<file path="src/rtl/sha256_padder.sv">
// -----------------------------------------------------------------------------
// sha256_padder
//
// Message front end for the SHA-256 core. Collects a host message as a
// stream of 32-bit words, assembles 512-bit blocks, appends the SHA-256
// padding (0x80 marker, zero fill, 64-bit big-endian bit length) and hands
// each finished block to the core once the core is idle.
//
// Parameters
//   HOLDOFF      cycles after each oBlockValid before iCoreBusy is trusted
//                again (covers the core's busy-rise latency)
//
// Ports
//   iClk         clock, rising edge
//   iReset       asynchronous active-high reset
//   iWord        message word, first byte in [31:24]
//   iWordValid   iWord is presented
//   iLast        presented word is the final word of the message
//   iByteCnt     valid bytes in the final word (0..4, larger means 4)
//   oReady       padder accepts a word this cycle
//   iCoreBusy    busy output of the SHA-256 core
//   oBlock       assembled block, word 0 in [511:480]
//   oBlockValid  one-cycle pulse, oBlock valid
//   oFirstBlock  with oBlockValid on the first block of a message
//   oMsgDone     with oBlockValid on the final padded block
//
// Configuration macro
//   SHA256_PADDER_BYTESWAP_EN  byte-reverse iWord on input (little-endian
//                              hosts, first byte in [7:0])
// -----------------------------------------------------------------------------
module sha256_padder #(
    parameter int HOLDOFF = 2
) (
    input  logic         iClk,
    input  logic         iReset,
    input  logic [31:0]  iWord,
    input  logic         iWordValid,
    input  logic         iLast,
    input  logic [2:0]   iByteCnt,
    output logic         oReady,
    input  logic         iCoreBusy,
    output logic [511:0] oBlock,
    output logic         oBlockValid,
    output logic         oFirstBlock,
    output logic         oMsgDone
);

    typedef enum logic [1:0] {FILL, PAD, LEN, SEND} state_t;
    typedef enum logic [1:0] {RET_FILL, RET_PAD, RET_DONE} ret_t;

    localparam int HW = (HOLDOFF < 1) ? 1 : $clog2(HOLDOFF + 1);

    logic [31:0]   blk_buf [16];
    state_t        state;
    ret_t          ret_target;
    logic [4:0]    idx;
    logic [4:0]    idx_inc;
    logic [63:0]   len;
    logic          first;
    logic          need80;
    logic [HW-1:0] holdoff;

    logic [31:0]   word_in;
    logic [2:0]    byte_cnt;
    logic [31:0]   last_word;

`ifdef SHA256_PADDER_BYTESWAP_EN
    assign word_in = {iWord[7:0], iWord[15:8], iWord[23:16], iWord[31:24]};
`else
    assign word_in = iWord;
`endif

    assign idx_inc = idx + 5'd1;
    assign oReady  = (state == FILL);

    // Final word: keep the first byte_cnt bytes and, if there is room,
    // drop the 0x80 marker into the byte right after the message.
    always_comb begin
        byte_cnt  = (iByteCnt > 3'd4) ? 3'd4 : iByteCnt;
        last_word = word_in;
        case (byte_cnt)
            3'd0:    last_word = 32'h8000_0000;
            3'd1:    last_word = {word_in[31:24], 24'h80_0000};
            3'd2:    last_word = {word_in[31:16], 16'h8000};
            3'd3:    last_word = {word_in[31:8], 8'h80};
            default: last_word = word_in;
        endcase
    end

    // The buffer itself is the output; it persists until overwritten.
    for (genvar k = 0; k < 16; k++) begin : g_pack
        assign oBlock[511-32*k -: 32] = blk_buf[k];
    end

    always_ff @(posedge iClk or posedge iReset) begin
        if (iReset) begin
            state       <= FILL;
            ret_target  <= RET_FILL;
            idx         <= '0;
            len         <= '0;
            first       <= 1'b1;
            need80      <= 1'b0;
            holdoff     <= '0;
            oBlockValid <= 1'b0;
            oFirstBlock <= 1'b0;
            oMsgDone    <= 1'b0;
            for (int k = 0; k < 16; k++) begin
                blk_buf[k] <= '0;
            end
        end else begin
            oBlockValid <= 1'b0;
            oFirstBlock <= 1'b0;
            oMsgDone    <= 1'b0;
            if (holdoff != '0) begin
                holdoff <= holdoff - HW'(1);
            end

            case (state)
                FILL: begin
                    if (iWordValid) begin
                        idx <= idx_inc;
                        if (!iLast) begin
                            blk_buf[idx[3:0]] <= word_in;
                            len               <= len + 64'd32;
                            if (idx_inc == 5'd16) begin
                                state      <= SEND;
                                ret_target <= RET_FILL;
                            end
                        end else begin
                            blk_buf[idx[3:0]] <= last_word;
                            len               <= len + {58'd0, byte_cnt, 3'b000};
                            need80            <= (byte_cnt == 3'd4);
                            // Marker already placed and word 13 was the
                            // last one before the length: no padding needed.
                            if (byte_cnt != 3'd4 && idx_inc == 5'd14) begin
                                state <= LEN;
                            end else begin
                                state <= PAD;
                            end
                        end
                    end
                end

                PAD: begin
                    if (idx[4]) begin
                        state      <= SEND;
                        ret_target <= RET_PAD;
                    end else begin
                        blk_buf[idx[3:0]] <= need80 ? 32'h8000_0000 : 32'h0;
                        need80            <= 1'b0;
                        idx               <= idx_inc;
                        // Length did not fit: flush this block, pad on
                        // into a fresh one afterwards.
                        if (idx_inc == 5'd16) begin
                            state      <= SEND;
                            ret_target <= RET_PAD;
                        end else if (idx_inc == 5'd14) begin
                            state <= LEN;
                        end
                    end
                end

                LEN: begin
                    if (!idx[0]) begin
                        blk_buf[14] <= len[63:32];
                        idx         <= 5'd15;
                    end else begin
                        blk_buf[15] <= len[31:0];
                        idx         <= 5'd16;
                        state       <= SEND;
                        ret_target  <= RET_DONE;
                    end
                end

                SEND: begin
                    if (holdoff == '0 && !iCoreBusy) begin
                        oBlockValid <= 1'b1;
                        oFirstBlock <= first;
                        first       <= 1'b0;
                        holdoff     <= HW'(HOLDOFF);
                        idx         <= '0;
                        case (ret_target)
                            RET_FILL: state <= FILL;
                            RET_PAD:  state <= PAD;
                            default: begin
                                oMsgDone <= 1'b1;
                                len      <= '0;
                                first    <= 1'b1;
                                state    <= FILL;
                            end
                        endcase
                    end
                end

                default: state <= FILL;
            endcase
        end
    end

endmodule

</file>
<file path="config.mk">
export PLATFORM = sky130hd
export DESIGN_NAME = sha256_padder
export DESIGN_NICKNAME = d
export VERILOG_FILES = /design/src/rtl/sha256_padder.sv
export SDC_FILE = /design/constraint.sdc
export NUM_CORES = 1
export LEC_CHECK = 0
export ABC_AREA = 1
export BUFFER_PORTS_ARGS = -buffer_cell sky130_fd_sc_hd__buf_4
export CORE_MARGIN = 2
export CORE_UTILIZATION = 25
export DETAILED_ROUTE_END_ITERATION = 10
export SETUP_SLACK_MARGIN = 0.1
export SYNTH_ARGS = -nofsm -noshare
export SYNTH_HDL_FRONTEND = slang
export SYNTH_SLANG_ARGS = --single-unit
</file>
<file path="constraint.sdc">
create_clock -name iClk -period 28.7 [get_ports iClk]
set_input_delay 2.87 -clock iClk [delete_from_list [all_inputs] [get_ports iClk]]
set_output_delay 2.87 -clock iClk [all_outputs]
set_load 0.02 [all_outputs]
</file>
---- Yosys cells after proc, flatten, opt, wreduce, memory -nomap -nowiden ----
Cells that the tools add are included.
word-level totals
  register bits ........................... 592
  output and inout bits ................... 516
  logic and storage cells ................. 138
operators by class
  add/sub/neg operators ................... 4
  magnitude comparators ................... 3
  equality and inequality tests ........... 23
  muxes and demuxes ....................... 57
  bitwise operators ....................... 1
  reduce and logical (&&, ||, !) cells .... 23
operators by type and width
  cell                                                  count
  bitwise mux 512 bit                                   3
  2-to-1 mux 512 bit                                    3
  case mux 448 bit (2 select lines)                     1
  2-to-1 mux 64 bit                                     4
  case mux 64 bit (3 select lines)                      1
  demux 32 bit (select 4 bit)                           1
  2-to-1 mux 32 bit                                     4
  case mux 32 bit (4 select lines)                      1
  case mux 64 bit (2 select lines)                      1
  adder 64 x 6 -> 64 bit                                1
  adder 64 x 6 -> 64 bit (second input constant)        1
  2-to-1 mux 2 bit                                      18
  2-to-1 mux 5 bit                                      4
  case mux 5 bit (4 select lines)                       1
  inequality test 2 bit (second input constant)         8
  AND reduction 4 bit                                   4
  2-to-1 mux 1 bit                                      11
  case mux 2 bit (4 select lines)                       1
  equality test 3 x 2 -> 1 bit (second input constant)  2
  logical NOT 2 bit                                     3
  inequality test 3 bit (second input constant)         2
  case mux 2 bit (3 select lines)                       1
  AND reduction 3 bit                                   2
  AND reduction 6 bit                                   1
  other kinds (25)                                      32

---- Logic depth before layout (Yosys ltp) ----
Gate-level depths: netlist of the first run.
  word-level depth ........................ 9
  gate-level depth with buffers ........... 17
  gate-level depth less buffers ........... 17

---- Worst setup path after synthesis of the first run ----
OpenSTA, ideal clock, no wires.
  path kind ............................... input port to flip-flop
  start point ............................. input iByteCnt[0]
  end point ............................... register len[25]
  library setup time ...................... 117 ps
  arrival ................................. 4395 ps
  data required time ...................... 28583 ps
  slack ................................... 24188 ps
  stages .................................. 16
  buffers on the path ..................... 0
  path through ............................ inv_1 > nand2_1 > a21oi_1 > ha_1 > fa_1 > nand2_1 > nand2_1 > nand2_1 > nand2_1 > nand2_1 > inv_1 > nand2_1 > nor2_1 > nand2_1 > nor2_1 > nor2_1
between the ends
  cells in the longest elaborated chain, start to end .. 6
RTL lines
  item                                  RTL line  RTL
  from (decl)                           39        input logic [2:0] iByteCnt,
  > comparator 3 bit                    79        byte_cnt = (iByteCnt > 3'd4) ? 3'd4 : iByteCnt;
  2-to-1 mux 3 bit (*)                  79
  adder 64 x 6 -> 64 bit (*)            131       len <= len + {58'd0, byte_cnt, 3'b000};
  2-to-1 mux 64 bit (*)                 122       if (!iLast) begin
  2-to-1 mux 64 bit (*)                 120       if (iWordValid) begin
  case mux 64 bit (2 select lines) (*)  118       case (state)
  to (signal assigned)                  124       len <= len + 64'd32;
  to (signal assigned)                  131
  to (decl)                             58        logic [63:0] len;
Every way passes the cells marked *; elsewhere a longest branch is shown, timed or not. The select of a mux whose other input is x is not followed.
A chain may end at the register's enable or synchronous reset.

---- Final worst setup path of the first run ----
  start point ............................. input iWordValid
  end point ............................... register blk_buf (netlist bit oBlock[6])
between the ends
  cells in the longest elaborated chain, start to end .. 2
RTL lines
  item                                    RTL line  RTL
  from (decl)                             37        input logic iWordValid,
  inequality test 2 bit (no source line)  n/a
  AND reduction 4 bit (no source line)    n/a
  to (signal, indexed assignment)         123       blk_buf[idx[3:0]] <= word_in;
  to (signal, indexed assignment)         130       blk_buf[idx[3:0]] <= last_word;
  to (signal, indexed assignment)         149       blk_buf[idx[3:0]] <= need80 ? 32'h8000_0000 : 32'h0;
  to (decl)                               53        logic [31:0] blk_buf [16];
No other way between the ends.

==> results of run 1 <==
[per-stage QoR]
step                      worst slack (ns)  utilization (%)  area [µm²]
after detailed placement             23.27             30.5       30600
after floorplan                       9.35                -       25300
after CTS                            23.96             32.9       32900
final                                23.87             32.9       32900
after global routing                 23.71             32.9       32900
after global placement               23.26             30.5       30600
[path summary, 6_finish.rpt]
path,startpoint,slack (ns),cells past startpoint,endpoint
min in group asynchronous,iReset,2.38,2,oBlock[382]
max,iWordValid,23.87,7,oBlock[6]
max in group asynchronous,iReset,24.58,3,oBlock[447]
min,holdoff[0],0.44,1,holdoff[0]
max reg2reg,state[1],25.20,10,oBlock[6]
min reg2reg,holdoff[0],0.44,1,holdoff[0]
[logic make-up after synthesis]
kind of cell / count (synthesis)
xor gates and xnor gates: 2
DFF: 589
AOI/OAI and AO/OA: 593
buffers and inverters: 353
adders and majority gates: 15
and+or+nand+nor: 1321
muxes: 6
[routing by layer]
layer,GRT usage [%],share of wire [%],vias to the layer above,routed length [µm]
li1,-,-,10347,-
met1,26.7,42,10935,45700
met2,32.0,45,1023,48700
met3,5.78,9.3,191,10100
met4,7.42,3.6,4,3930
met5,0,0.019,-,21
[flip-flops by register name, indices dropped and copies added, names as in the netlist]
signal	flops
first	1
state	2
oFirstBlock	1
len	61
holdoff	2
need80	1
ret_target	2
oBlock	512
oBlockValid	1
idx	5
oMsgDone	1
[cell type report]
class                      instances  area, µm²  area share, %
antenna                            3       7.51         0.0228
clock buffer                      94       1930           5.87
clock inverter                    30        443           1.34
inverter                         197        747           2.27
multi-input combinational       1937       8990           27.3
sequential                       589      14700           44.8
tap                             1298       1620           4.93
timing repair buffer             590       4450           13.5
[worst register-to-register path: cells and delay by family (launching register included)]
kind / cells / cell delay, ns
and+or+nand+nor: 5 / 1.99
adders and majority gates: 1 / 0.17
AOI/OAI and AO/OA: 1 / 0.45
DFF: 1 / 0.40
buffers and inverters: 3 / 0.39
[placed cells by master, fill, tap and decap left out, drive strengths merged, types with 7 or more instances in the layout]
| cell | synthesis | layout |
|---|---|---|
| a21oi | 98 | 98 |
| a22o | 12 | 12 |
| a22oi | 7 | 7 |
| and2 | 7 | 7 |
| buf | 85 | 590 |
| clkbuf | 71 | 94 |
| clkinv | 2 | 19 |
| dfrtp | 588 | 588 |
| ha | 14 | 14 |
| inv | 195 | 200 |
| nand2 | 816 | 816 |
| nand3 | 89 | 89 |
| nand4 | 15 | 15 |
| nor2 | 356 | 356 |
| nor3 | 26 | 26 |
| o211ai | 7 | 7 |
| o21a | 10 | 10 |
| o21ai | 408 | 408 |
| o221ai | 17 | 17 |
| o22ai | 14 | 14 |
[power by group through the flow]
stage               Clock [W]  Combinational [W]  Sequential [W]
floorplan                   0           0.000642         0.00172
CTS                  0.000943            0.00186         0.00141
finish               0.000921            0.00184         0.00141
global route         0.000981            0.00198         0.00145
detailed placement          0            0.00185         0.00142
global placement            0            0.00183         0.00141
==> summary.txt, run 1 <==
status - finished, final reports clean
Rows - 116
CTS tree - yes
largest net degree at the start of global routing - 171
main flop type after synthesis - dfrtp_1
top cells by count, synth - 811 x nand2_1, 588 x dfrtp_1, 352 x o21ai_0
switching share of power - 44.4%
mux contribution to synthesized area - 0.267%
sequential share of power - 33.8%
Setup CP Type - in -> reg
Peak VDD IR - 0.0000504 V
Adder-Cell Fraction of Synth Area - 0.773%
Compound-Gate Fraction of Synth Area - 13.1%
Gate power share - 44.2%
maxcap violations - 0
crit path cell chain - buf_4, nor2_2, nor2_1, nand2_1, nor2_2, nand2_1, o221ai_1
final hold vios - 0
FFs w/ async S/R, synth - 100%
Critical Path Slowest Stage Cell - nand2_1
simple-gate area share of the yosys netlist - 21.3%
syn_nets - 2,934
worst hold-check path type - reg -> reg
final setup violating endpoints - 0
Detailed Place HPWL - 77,500 µm
CP max FO - 15
Post-Synthesis Cells - 2,879
P_sw - 0.00185 W
P_int - 0.00232 W
CTS root buffer - clkbuf_16
placed cells - 4,611
worst-margin pin slew - 1.15 ns
drt pass-1 iters - 5
Synth area leader - dfrtp_1
Sink Count - 589
post-CTS setup buffer count - 0
Synth Register Bits - 589
Req. time, crit path - 29.20 ns
share of layout cells above drive strength 1 - 22.7%
Syn Std Cell Area - 0.0253 mm²
Synth Area in XOR/XNOR - 0.0693%
first-pass GRT wire length - 154,000 µm
Worst EP arrival - 5.32 ns
H-tree lvl count - 3
Distinct cells, synth - 54
initial antenna violation count - 5
crit share post-route - 16.8%
vias per cell - 4.75
routed vias - 22,500
average size of a mapped cell - 8.78 µm²
Synth area leaders - dfrtp_1 58%, nand2_1 12%, o21ai_0 7.0%
Worst Hold Slack - 0.437 ns
Area Overhead vs Synth - 30.4%
register clock-pin slew on the reported worst setup and hold paths - 0.05 ns
WL final - 108,000 µm
Layout fillers - 10,475
die height - 322 µm
die area - 0.104 mm²
all-layer global routing usage - 20.4%
Pwr per Cell Area - 127 mW/mm²
fin. max-slew vios - 0
main combinational cell family by area after synthesis - simple AND/OR/NAND/NOR gates
antenna-violating nets left - 0
Clock Path Buffers - 3
Setup Skew - 0.0292 ns
Pleak - 16.1 nW
clock power share - 22.0%
GPL Wtd Cong - 1.02
CP peak stage delay - 0.85 ns
Top-Level Pins - 556
top-area cell type share of the netlist area - 58.2%
GRT Residual Overflow - 0
worst path buffer plus inverter count - 1
cts bufs inserted - 70
normalized max-slew margin - 22.9%
die width - 322 µm
nets - 3,440
RSZ-0062 raised after global routing - false
Ys Warns - 0
CORE AREA - 0.100 mm²
Largest delay share family, worst path - simple AND/OR/NAND/NOR gates
number of synthesized flops with an enable pin - 0
count leader, synth - nand2_1
number of global-route vias before repair - 21,359
Initial Utilization - 25.2%
DR WL/cell - 22.9 µm
Power, Total - 0.00418 W
Clk Latency, worst-skew pair - 0.64 ns
fin crit period - 4.83 ns
CP Capture Type - flip-flop
non-filler instance count after layout - 4,738
Critical Path Source Type - input pin
Seq/Total Area, Yosys - 58.3%
DR iter-0 viols - 2,066
DRC - 0
Max Clk Rate - 207 MHz
hold buffers post-CTS - 0
TNS Setup - 0 ns
Port Buffers - 555
cts repair resizes - 0
Note: power is estimated with default switching activity, not from simulation.
==> inputs of run 2 (changes only) <==
==> constraint.sdc (replaced) <==
create_clock -name iClk -period 4.5 [get_ports iClk]
set_input_delay 0.45 -clock iClk [delete_from_list [all_inputs] [get_ports iClk]]
set_output_delay 0.45 -clock iClk [all_outputs]
set_load 0.02 [all_outputs]
==> summary.txt, run 2 (synthesized netlist as in run 1, its figures left out) <==
status - finished, final reports clean
Met1 Wirelength - 46,200 µm (+1.1%)
share of layout cells above drive strength 1 - 22.8% (+0.16 points)
GRT Residual Overflow - 0 (unchanged)
Detailed Place HPWL - 78,600 µm (+1.5%)
CTS root buffer - clkbuf_16
first-pass GRT wire length - 153,000 µm (-0.31%)
Rows - 116 (unchanged)
H-tree lvl count - 3 (unchanged)
max reg flops - 512 (unchanged)
die height - 322 µm (unchanged)
nets - 3,458 (+0.52%)
Crit. Startpoint - state[0]
GPL Wtd Cong - 1.01 (-1.3%)
met2 WL - 48,900 µm (+0.45%)
worst reg2reg path startpoint - state[0]
maxcap violations - 0 (unchanged)
CTS tree - yes
register clock-pin slew on the reported worst setup and hold paths - 0.06 ns (about the same)
Initial Utilization - 25.2% (unchanged)
max layer used - met5
Layout fillers - 10,558 (+0.79%)
Largest delay share family, worst path - buffers and inverters
drt pass-1 iters - 6 (+1)
Clk Latency, worst-skew pair - 0.65 ns (about the same)
Max Clk Rate - 307 MHz
r2r endpoint - len[8]
fin. max-slew vios - 0 (unchanged)
CORE AREA - 0.100 mm² (unchanged)
initial antenna violation count - 6 (+1)
crit path cell chain - inv_1, ha_1, inv_2, nor2_2, inv_2, nand4_1, buf_4, nor2_1, inv_2, o21ai_0, a21oi_1
Critical Path Source Type - flip-flop
die width - 322 µm (unchanged)
all-layer global routing usage - 20.4% (about the same)
Port Buffers - 555 (unchanged)
DRC - 0 (unchanged)
R2R Setup Slk - 1.24 ns (-23.96 ns)
placed cells - 4,628 (+0.37%)
antenna-violating nets left - 0 (unchanged)
worst hold-check path type - in -> reg
hold path startpoint - iWord[0]
worst setup path end - len[8]
Pwr per Cell Area - 802 mW/mm² (+530%)
DR WL/cell - 22.8 µm (-0.34%)
non-filler instance count after layout - 4,758 (+0.42%)
CP peak stage delay - 0.84 ns (about the same)
Area Overhead vs Synth - 30.6%
Setup CP Type - reg -> reg
Worst Hold Slack - 0.138 ns (-0.299 ns)
die area - 0.104 mm² (unchanged)
Power, Total - 0.0265 W (+530%)
RSZ-0062 raised after global routing - false
crit share post-route - 72.4%
worst path buffer plus inverter count - 5 (+4)
fin crit period - 3.26 ns
Critical Path Slowest Stage Cell - inv_2
Peak VDD IR - 0.000385 V (+660%)
normalized max-slew margin - 16.2% (-6.7 points)
Pleak - 16.1 nW (+0.21%)
Crit path depth - 11 (+4)
largest net degree at the start of global routing - 141 (-18%)
commonest non-fill, non-tap cell in the layout - nand2_1
final hold vios - 0 (unchanged)
Placed Area - 0.0307 mm² (+0.49%)
Reg2Reg Depth - 11 (+1)
CP max FO - 55 (+40)
TNS Setup - 0 ns (unchanged)
most used cell, CP - inv_2
routed vias - 22,671 (+0.76%)
Req. time, crit path - 5.05 ns (-24.15 ns)
Worst EP arrival - 3.81 ns (-1.51 ns)
cts bufs inserted - 70 (unchanged)
Clock Path Buffers - 3 (unchanged)
vias per cell - 4.76 (+0.34%)
CP Capture Type - flip-flop
cts repair resizes - 0 (unchanged)
number of global-route vias before repair - 21,018 (-1.6%)
cell area after layout - 0.0330 mm² (+0.16%)
Sink Count - 589 (unchanged)
Setup Skew - 0.0330 ns (+0.00385 ns)
most frequent cells in the layout - 810 x nand2_1, 603 x buf_4, 588 x dfrtp_1
WL final - 109,000 µm (about the same)
DR iter-0 viols - 2,005 (-3.0%)
final setup violating endpoints - 0 (unchanged)
worst-margin pin slew - 1.26 ns (+0.104 ns)
Top-Level Pins - 556 (unchanged)
Met3 Wirelength - 9920 µm (-1.3%)
run 2: cell types whose count changed in the layout (fill, tap and decap cells not counted), sizes merged:
cell / change
bufinv: -5
clkinv: -9
clkbuf: +13
inv: +2
buf: +17
diode: +1
dlygate4sd3: +1
run 2: per-layer routing:
metal,up-vias,track usage (%)
li1,10396,-
met1,11014,27.3
met2,1070,32.0
met3,187,5.52
met4,4,6.23
met5,-,0
run 2: worst reg2reg max path, delay by kind of cell (launching register included):
kind,cells,cell delay [ns]
adders and majority gates,1,0.39
buffers and inverters,5,1.52
DFF,1,0.41
and+or+nand+nor,3,0.44
AOI/OAI and AO/OA,2,0.42
run 2: power by group:
group | internal [W] | switching (W)
clock | 0.00322 | 0.00247
sequential | 0.00745 | 0.00153
combinational | 0.00398 | 0.00782
total | 0.0146 | 0.0118
run 2: worst min path at each step:
| stage | to | slack [ns] | depth (start not counted) |
|---|---|---|---|
| 6_report | oBlock[0] | 0.14 | 3 |
| 4_1_cts | oBlock[0] | 0.09 | 3 |
| 5_1_grt | oBlock[1] | 0.13 | 3 |
| 3_3_place_gp | holdoff[0] | 0.41 | 1 |
| 2_1_floorplan | holdoff[0] | 0.40 | 1 |
| 3_5_place_dp | holdoff[0] | 0.42 | 1 |
run 2: final cells by class:
class                      instances  area [µm²]  area share, %
timing repair buffer             608        4620           14.0
clock buffer                     107        2020           6.12
tap                             1298        1620           4.92
multi-input combinational       1937        8990           27.2
sequential                       589       14700           44.7
antenna                            4        10.0         0.0303
inverter                         197         743           2.25
clock inverter                    18         248          0.751
run 2: what timing repair did:
item,in CTS,in global routing
hold buffers,1,0
hold endpoints to repair,11,0
buffers inserted,0,0
run 2: metrics by stage:
step,setup slack [ns],util (%)
after global placement,1.31,30.7
after global routing,0.970,32.9
after floorplan,-3.98,-
final,1.24,32.9
after CTS,1.21,32.9
after detailed placement,1.21,30.7
